===== src/rtl/packet_mem_writer.sv =====
// packet_mem_writer: fill side of the shared packet buffer.
// Packs a byte stream little-endian into 32-bit words, writes DEPTH_WORDS words
// to the packet BRAM, pulses done_writing, then waits for the reader to take
// (out_of_data=0) and drain (out_of_data=1) the buffer before refilling.
// Optional feature macro: CHECKSUM_EN (trailing XOR byte checked per block).
module packet_mem_writer #(
    parameter int unsigned DEPTH_WORDS = 48,
    parameter int unsigned ADDR_W      = 32
) (
    input  logic              clock,
    input  logic              reset,
    input  logic              byte_valid,
    input  logic [7:0]        byte_data,
    output logic              byte_ready,
    input  logic              out_of_data,
    output logic [ADDR_W-1:0] mem_addr,
    output logic [31:0]       mem_wdata,
    output logic              mem_we,
    output logic              done_writing,
    output logic              busy,
    output logic              checksum_err
);

    localparam int unsigned IDX_W = (DEPTH_WORDS > 1) ? $clog2(DEPTH_WORDS) : 1;
    localparam logic [IDX_W-1:0] LAST_IDX = IDX_W'(DEPTH_WORDS - 1);

`ifdef CHECKSUM_EN
    typedef enum logic [2:0] {
        S_FILL,
        S_CKSUM,
        S_DONE,
        S_WAIT_TAKE,
        S_WAIT_DRAIN
    } state_t;
`else
    typedef enum logic [2:0] {
        S_FILL,
        S_DONE,
        S_WAIT_TAKE,
        S_WAIT_DRAIN
    } state_t;
`endif

    state_t              state_q, state_d;
    logic [1:0]          lane_q, lane_d;
    logic [IDX_W-1:0]    word_idx_q, word_idx_d;
    logic [31:0]         word_q, word_d;
    logic                byte_ready_q, byte_ready_d;
    logic                mem_we_q, mem_we_d;
    logic [ADDR_W-1:0]   mem_addr_q, mem_addr_d;
    logic [31:0]         mem_wdata_q, mem_wdata_d;
    logic                done_q, done_d;
    logic                busy_q, busy_d;
`ifdef CHECKSUM_EN
    logic [7:0]          xor_q, xor_d;
    logic                cksum_err_q, cksum_err_d;
`endif

    // State and output registers; all outputs come straight from flops.
    always_ff @(posedge clock or posedge reset) begin
        if (reset) begin
            state_q      <= S_FILL;
            lane_q       <= 2'd0;
            word_idx_q   <= '0;
            word_q       <= 32'd0;
            byte_ready_q <= 1'b1;
            mem_we_q     <= 1'b0;
            mem_addr_q   <= '0;
            mem_wdata_q  <= 32'd0;
            done_q       <= 1'b0;
            busy_q       <= 1'b0;
`ifdef CHECKSUM_EN
            xor_q        <= 8'd0;
            cksum_err_q  <= 1'b0;
`endif
        end else begin
            state_q      <= state_d;
            lane_q       <= lane_d;
            word_idx_q   <= word_idx_d;
            word_q       <= word_d;
            byte_ready_q <= byte_ready_d;
            mem_we_q     <= mem_we_d;
            mem_addr_q   <= mem_addr_d;
            mem_wdata_q  <= mem_wdata_d;
            done_q       <= done_d;
            busy_q       <= busy_d;
`ifdef CHECKSUM_EN
            xor_q        <= xor_d;
            cksum_err_q  <= cksum_err_d;
`endif
        end
    end

    // Next-state and next-output logic. byte_ready_q low inside FILL marks the
    // cycle in which the final word of the block is being written.
    always_comb begin
        state_d      = state_q;
        lane_d       = lane_q;
        word_idx_d   = word_idx_q;
        word_d       = word_q;
        byte_ready_d = byte_ready_q;
        mem_we_d     = 1'b0;
        mem_addr_d   = mem_addr_q;
        mem_wdata_d  = mem_wdata_q;
        done_d       = 1'b0;
        busy_d       = 1'b0;
`ifdef CHECKSUM_EN
        xor_d        = xor_q;
        cksum_err_d  = 1'b0;
`endif

        unique case (state_q)
            S_FILL: begin
                if (!byte_ready_q) begin
`ifdef CHECKSUM_EN
                    state_d      = S_CKSUM;
                    byte_ready_d = 1'b1;
`else
                    state_d      = S_DONE;
                    done_d       = 1'b1;
`endif
                end else if (byte_valid) begin
                    word_d[{lane_q, 3'b000} +: 8] = byte_data;
                    lane_d = lane_q + 2'd1;
`ifdef CHECKSUM_EN
                    xor_d  = xor_q ^ byte_data;
`endif
                    if (lane_q == 2'd3) begin
                        mem_we_d    = 1'b1;
                        mem_wdata_d = {byte_data, word_q[23:0]};
                        mem_addr_d  = ADDR_W'({word_idx_q, 2'b00});
                        if (word_idx_q == LAST_IDX) begin
                            byte_ready_d = 1'b0;
                        end else begin
                            word_idx_d = word_idx_q + IDX_W'(1);
                        end
                    end
                end
            end

`ifdef CHECKSUM_EN
            S_CKSUM: begin
                if (byte_valid && byte_ready_q) begin
                    if (byte_data == xor_q) begin
                        state_d      = S_DONE;
                        done_d       = 1'b1;
                        byte_ready_d = 1'b0;
                    end else begin
                        state_d      = S_FILL;
                        cksum_err_d  = 1'b1;
                        word_idx_d   = '0;
                        lane_d       = 2'd0;
                        xor_d        = 8'd0;
                        byte_ready_d = 1'b1;
                    end
                end
            end
`endif

            S_DONE: begin
                state_d      = S_WAIT_TAKE;
                busy_d       = 1'b1;
                byte_ready_d = 1'b0;
            end

            S_WAIT_TAKE: begin
                busy_d = 1'b1;
                if (!out_of_data) begin
                    state_d = S_WAIT_DRAIN;
                end
            end

            S_WAIT_DRAIN: begin
                if (out_of_data) begin
                    state_d      = S_FILL;
                    word_idx_d   = '0;
                    lane_d       = 2'd0;
                    byte_ready_d = 1'b1;
`ifdef CHECKSUM_EN
                    xor_d        = 8'd0;
`endif
                end else begin
                    busy_d = 1'b1;
                end
            end

            default: begin
                state_d      = S_FILL;
                word_idx_d   = '0;
                lane_d       = 2'd0;
                byte_ready_d = 1'b1;
            end
        endcase
    end

    assign byte_ready   = byte_ready_q;
    assign mem_we       = mem_we_q;
    assign mem_addr     = mem_addr_q;
    assign mem_wdata    = mem_wdata_q;
    assign done_writing = done_q;
    assign busy         = busy_q;
`ifdef CHECKSUM_EN
    assign checksum_err = cksum_err_q;
`else
    assign checksum_err = 1'b0;
`endif

endmodule


===== config.mk =====
export PLATFORM = sky130hd
export DESIGN_NAME = packet_mem_writer
export DESIGN_NICKNAME = d
export VERILOG_FILES = /design/src/rtl/packet_mem_writer.sv
export SDC_FILE = /design/constraint.sdc
export NUM_CORES = 1
export LEC_CHECK = 0
export BUFFER_PORTS_ARGS = -buffer_cell sky130_fd_sc_hd__buf_2
export CAP_MARGIN = 40
export CORE_ASPECT_RATIO = 0.5
export CORE_MARGIN = 2
export CORE_UTILIZATION = 52
export CTS_BUF_LIST = sky130_fd_sc_hd__clkbuf_16
export CTS_CLUSTER_SIZE = 40
export DETAILED_ROUTE_END_ITERATION = 8
export PLACE_DENSITY = 0.78
export SLEW_MARGIN = 5
export SYNTH_ARGS = -nofsm -noshare
export SYNTH_HDL_FRONTEND = slang
export SYNTH_SLANG_ARGS = --single-unit

===== constraint.sdc =====
create_clock -name clock -period 3.25 [get_ports clock]
set_clock_uncertainty 0.1 [all_clocks]
set_input_delay 0.1625 -clock clock [delete_from_list [all_inputs] [get_ports clock]]
set_output_delay 0.1625 -clock clock [all_outputs]
set_load 0.05 [all_outputs]

==> metrics.cfg <==
[grt]
grt_max_degree = 43
use_met2 = 0.331
grt_busiest_layer = met2
antenna_found_initial = 0
grt_usage = 0.202
use_met3 = 0.0748
use_met1 = 0.262
grt_pass1_wl_mm = 11.4
grt_pass1_vias = 2369
grt_remaining_overflow = 0

[timing]
drv_slew = 0
slew_headroom = 0.488
finalCritPeriodShare = 0.693
rsz0062_at_grt = no
worst_slew_pin_slew_ps = 767
tns_ps = 0
clock.fmax_ghz = 0.444
setup_violations = 0
hold_violations = 0
post-route-min-period_ps = 2250

[floorplanning]
die_x_um = 120
ios = 81
core-area_um2 = 6260
fp-row-count = 20
die_area_um2 = 7380
start_util = 0.555
die_h_um = 61.8

[setup_path]
crit_buf_inv = 2
slowest_stage = inv_2
crit_arrival_ps = 2410
cp-start-kind = register
path_cells = inv_1, ha_1, nand3_2, inv_2, a41oi_1, a31oi_1
cp.required_ps = 3410
cp_max_fo = 42
rrSetupSlack_ps = 1000
r2r_end = word_idx_q[3]$_DFFE_PP0P_
worst_r2r_path_depth = 6
timing.rr.start = state_q[0]$_DFFE_PP0P_
endpoint_kind = register
cp_top_family = buffers and inverters
worstSetupPathType = reg2reg
slowest_delay_ps = 540

[place]
io_buffers = 53
place_congestion = 0.786
dp_hpwl_mm = 4.50

[synthesis]
synth_cell_types = 38
synth_compound_area_frac = 0.0793
post_synth_main_area_contributors = dfrtp_1 54%, nand2_1 18%, buf_4 6.1%
ys_ff_latch = 76
ys_warn_count = 0
synth_fa_ha_area_frac = 0.0397
syn_area_um2 = 3470
muxShareOfSynthArea = 0.00577
syn_area_per_cell_um2 = 9.20
synth_top_area_cell = dfrtp_1
synth_top_family_by_area = simple AND/OR/NAND/NOR gates
seq_area_frac_synth = 0.549
synthSimpleGateAreaFrac = 0.239
syn_inst = 377
yosysTopAreaCellShare = 0.541
synth_xor_area_frac = 0

[route]
avgViaCountPerCell = 4.94
postRouteAntennaNets = 0
drc_errors = 0
first_pass_iters = 4
drt_wl_total_mm = 6.77
vias = 2594
post_drt_wl_per_cell_um = 12.9
drt_iter0_markers = 193

[power_and_ir_drop]
ir_worst_vdd_mv = 0.450
seqPwrFrac = 0.362
power_switching_share = 0.456
p_switching_w = 0.00192
p_per_area_nw_per_um2 = 1050
power_w = 0.00420
combPwrFrac = 0.413
power.leakage_nw = 2.18
internal-power_w = 0.00228
power.clock.fraction = 0.225

[cts]
cts_tree = done
cts_setup_buffers = 0
cts_buffer_depth = 2
cts_buffers = 9
cts.clk_slew.worst_paths_ps = 60
cts_root_buf = clkbuf_16
htreeDepth = 3
clkSinkCount = 76
clk_latency_ps = 330

[job]
max_cap_violations = 0

[status]
status = finished, final reports clean

[layout]
final_cell_mix = 167 x nand2_1, 75 x dfrtp_1, 53 x buf_2, 27 x conb_1, 22 x o21ai_0
layout_commonest_cell = nand2_1
diodes = 0
syn2layout_area_growth_pct = 15.9
layout-drive-gt1-share = 0.192
nNetsFinal = 455

[hold_path]
worstHoldPathCells = 3
min_to = mem_wdata[26]$_DFFE_PP0P_
holdCritPathClass = in2reg
hp-start = byte_data[2]

## routing by layer
metal	up-vias	routed length, um
li1	1275	-
met1	1244	3190
met2	69	3170
met3	6	358
met4	0	48
met5	-	0
## worst register-to-register path, delay by kind of cell, from the launching register on
kind / cells / cell delay, ps
flip-flops: 1 / 410
AO/OA/AOI/OAI: 2 / 370
adder cells (fa/ha/maj): 1 / 500
AND/OR/NAND/NOR: 1 / 150
buffers and inverters: 2 / 660
## how the worst max path moves through the flow
stage / startpoint / to / slack, ps / cells past startpoint
3_3_place_gp: state_q[0]$_DFFE_PP0P_ / word_idx_q[3]$_DFFE_PP0P_ / 1070 / 6
2_1_floorplan: reset / busy$_DFF_PP0_ / 1050 / 1
4_1_cts: state_q[0]$_DFFE_PP0P_ / word_idx_q[3]$_DFFE_PP0P_ / 980 / 6
5_1_grt: state_q[1]$_DFFE_PP0P_ / word_idx_q[3]$_DFFE_PP0P_ / 730 / 6
3_5_place_dp: state_q[0]$_DFFE_PP0P_ / word_idx_q[3]$_DFFE_PP0P_ / 990 / 6
6_report: state_q[0]$_DFFE_PP0P_ / word_idx_q[3]$_DFFE_PP0P_ / 1000 / 6
## cells in the mapped netlist, drive strengths merged
library cell	number
o2bb2ai	1
a21oi	1
nor3	1
a31oi	4
nand2b	4
nand3	6
o22a	2
dfstp	1
o21ai	28
a21o	1
ha	11
and4b	1
nor2	2
inv	7
a41o	2
mux2i	2
clkbuf	2
a21boi	1
nor2b	2
dfrtp	75
or4	1
and3	4
buf	39
nor3b	3
a221oi	2
a41oi	2
nand4	1
o32ai	1
and2	1
conb	1
nand2	168
## power by group through the flow
stage	logic (W)	clock network, W	registers, W
after global placement	0.00169	0	0.00153
after global routing	0.00189	0.00101	0.00157
after CTS	0.00175	0.000959	0.00152
after floorplan	0.000760	0	0.00215
after detailed placement	0.00173	0	0.00154
final	0.00174	0.000946	0.00152
## through the flow
step,util,area [um2],cells,hold slack [ps],worst slack (ps)
2_1_floorplan,-,3570,403,168,1050
3_3_place_gp,0.591,3700,505,252,1070
3_5_place_dp,0.591,3700,505,254,990
4_1_cts,0.643,4020,525,2.11,981
5_1_grt,0.643,4020,525,1.36,730
6_report,0.643,4020,525,9.57,999
## area by class of cell
cell class	count	area, um2
clock buffer	9	225
clock inverter	7	57.6
fill	515	2240
inverter	7	26.3
multi-input combinational	279	1370
sequential	76	1900
tap	88	110
timing repair buffer	59	333
## cells by family (layout without fill, tap and decap cells)
kind of cell             count (synthesis)  after routing
other                                    1             27
adder cells (fa/ha/maj)                 11             11
multiplexers                             2              2
AND/OR/NAND/NOR                        194            194
AO/OA/AOI/OAI                           45             45
flip-flops                              76             76
buffers and inverters                   48             82
## what timing repair did
item	CTS	global route
hold endpoints to repair	38	0
resized for setup	0	0
hold buffers	4	0
## sequential cells by signal, summed over array words and instances (netlist names)
name,count
state_q,2
word_q,24
done_writing,1
mem_we,1
byte_ready,1
busy,1
word_idx_q,6
lane_q,2
mem_addr,6
mem_wdata,32
Note: power is estimated with default switching activity, not from simulation.
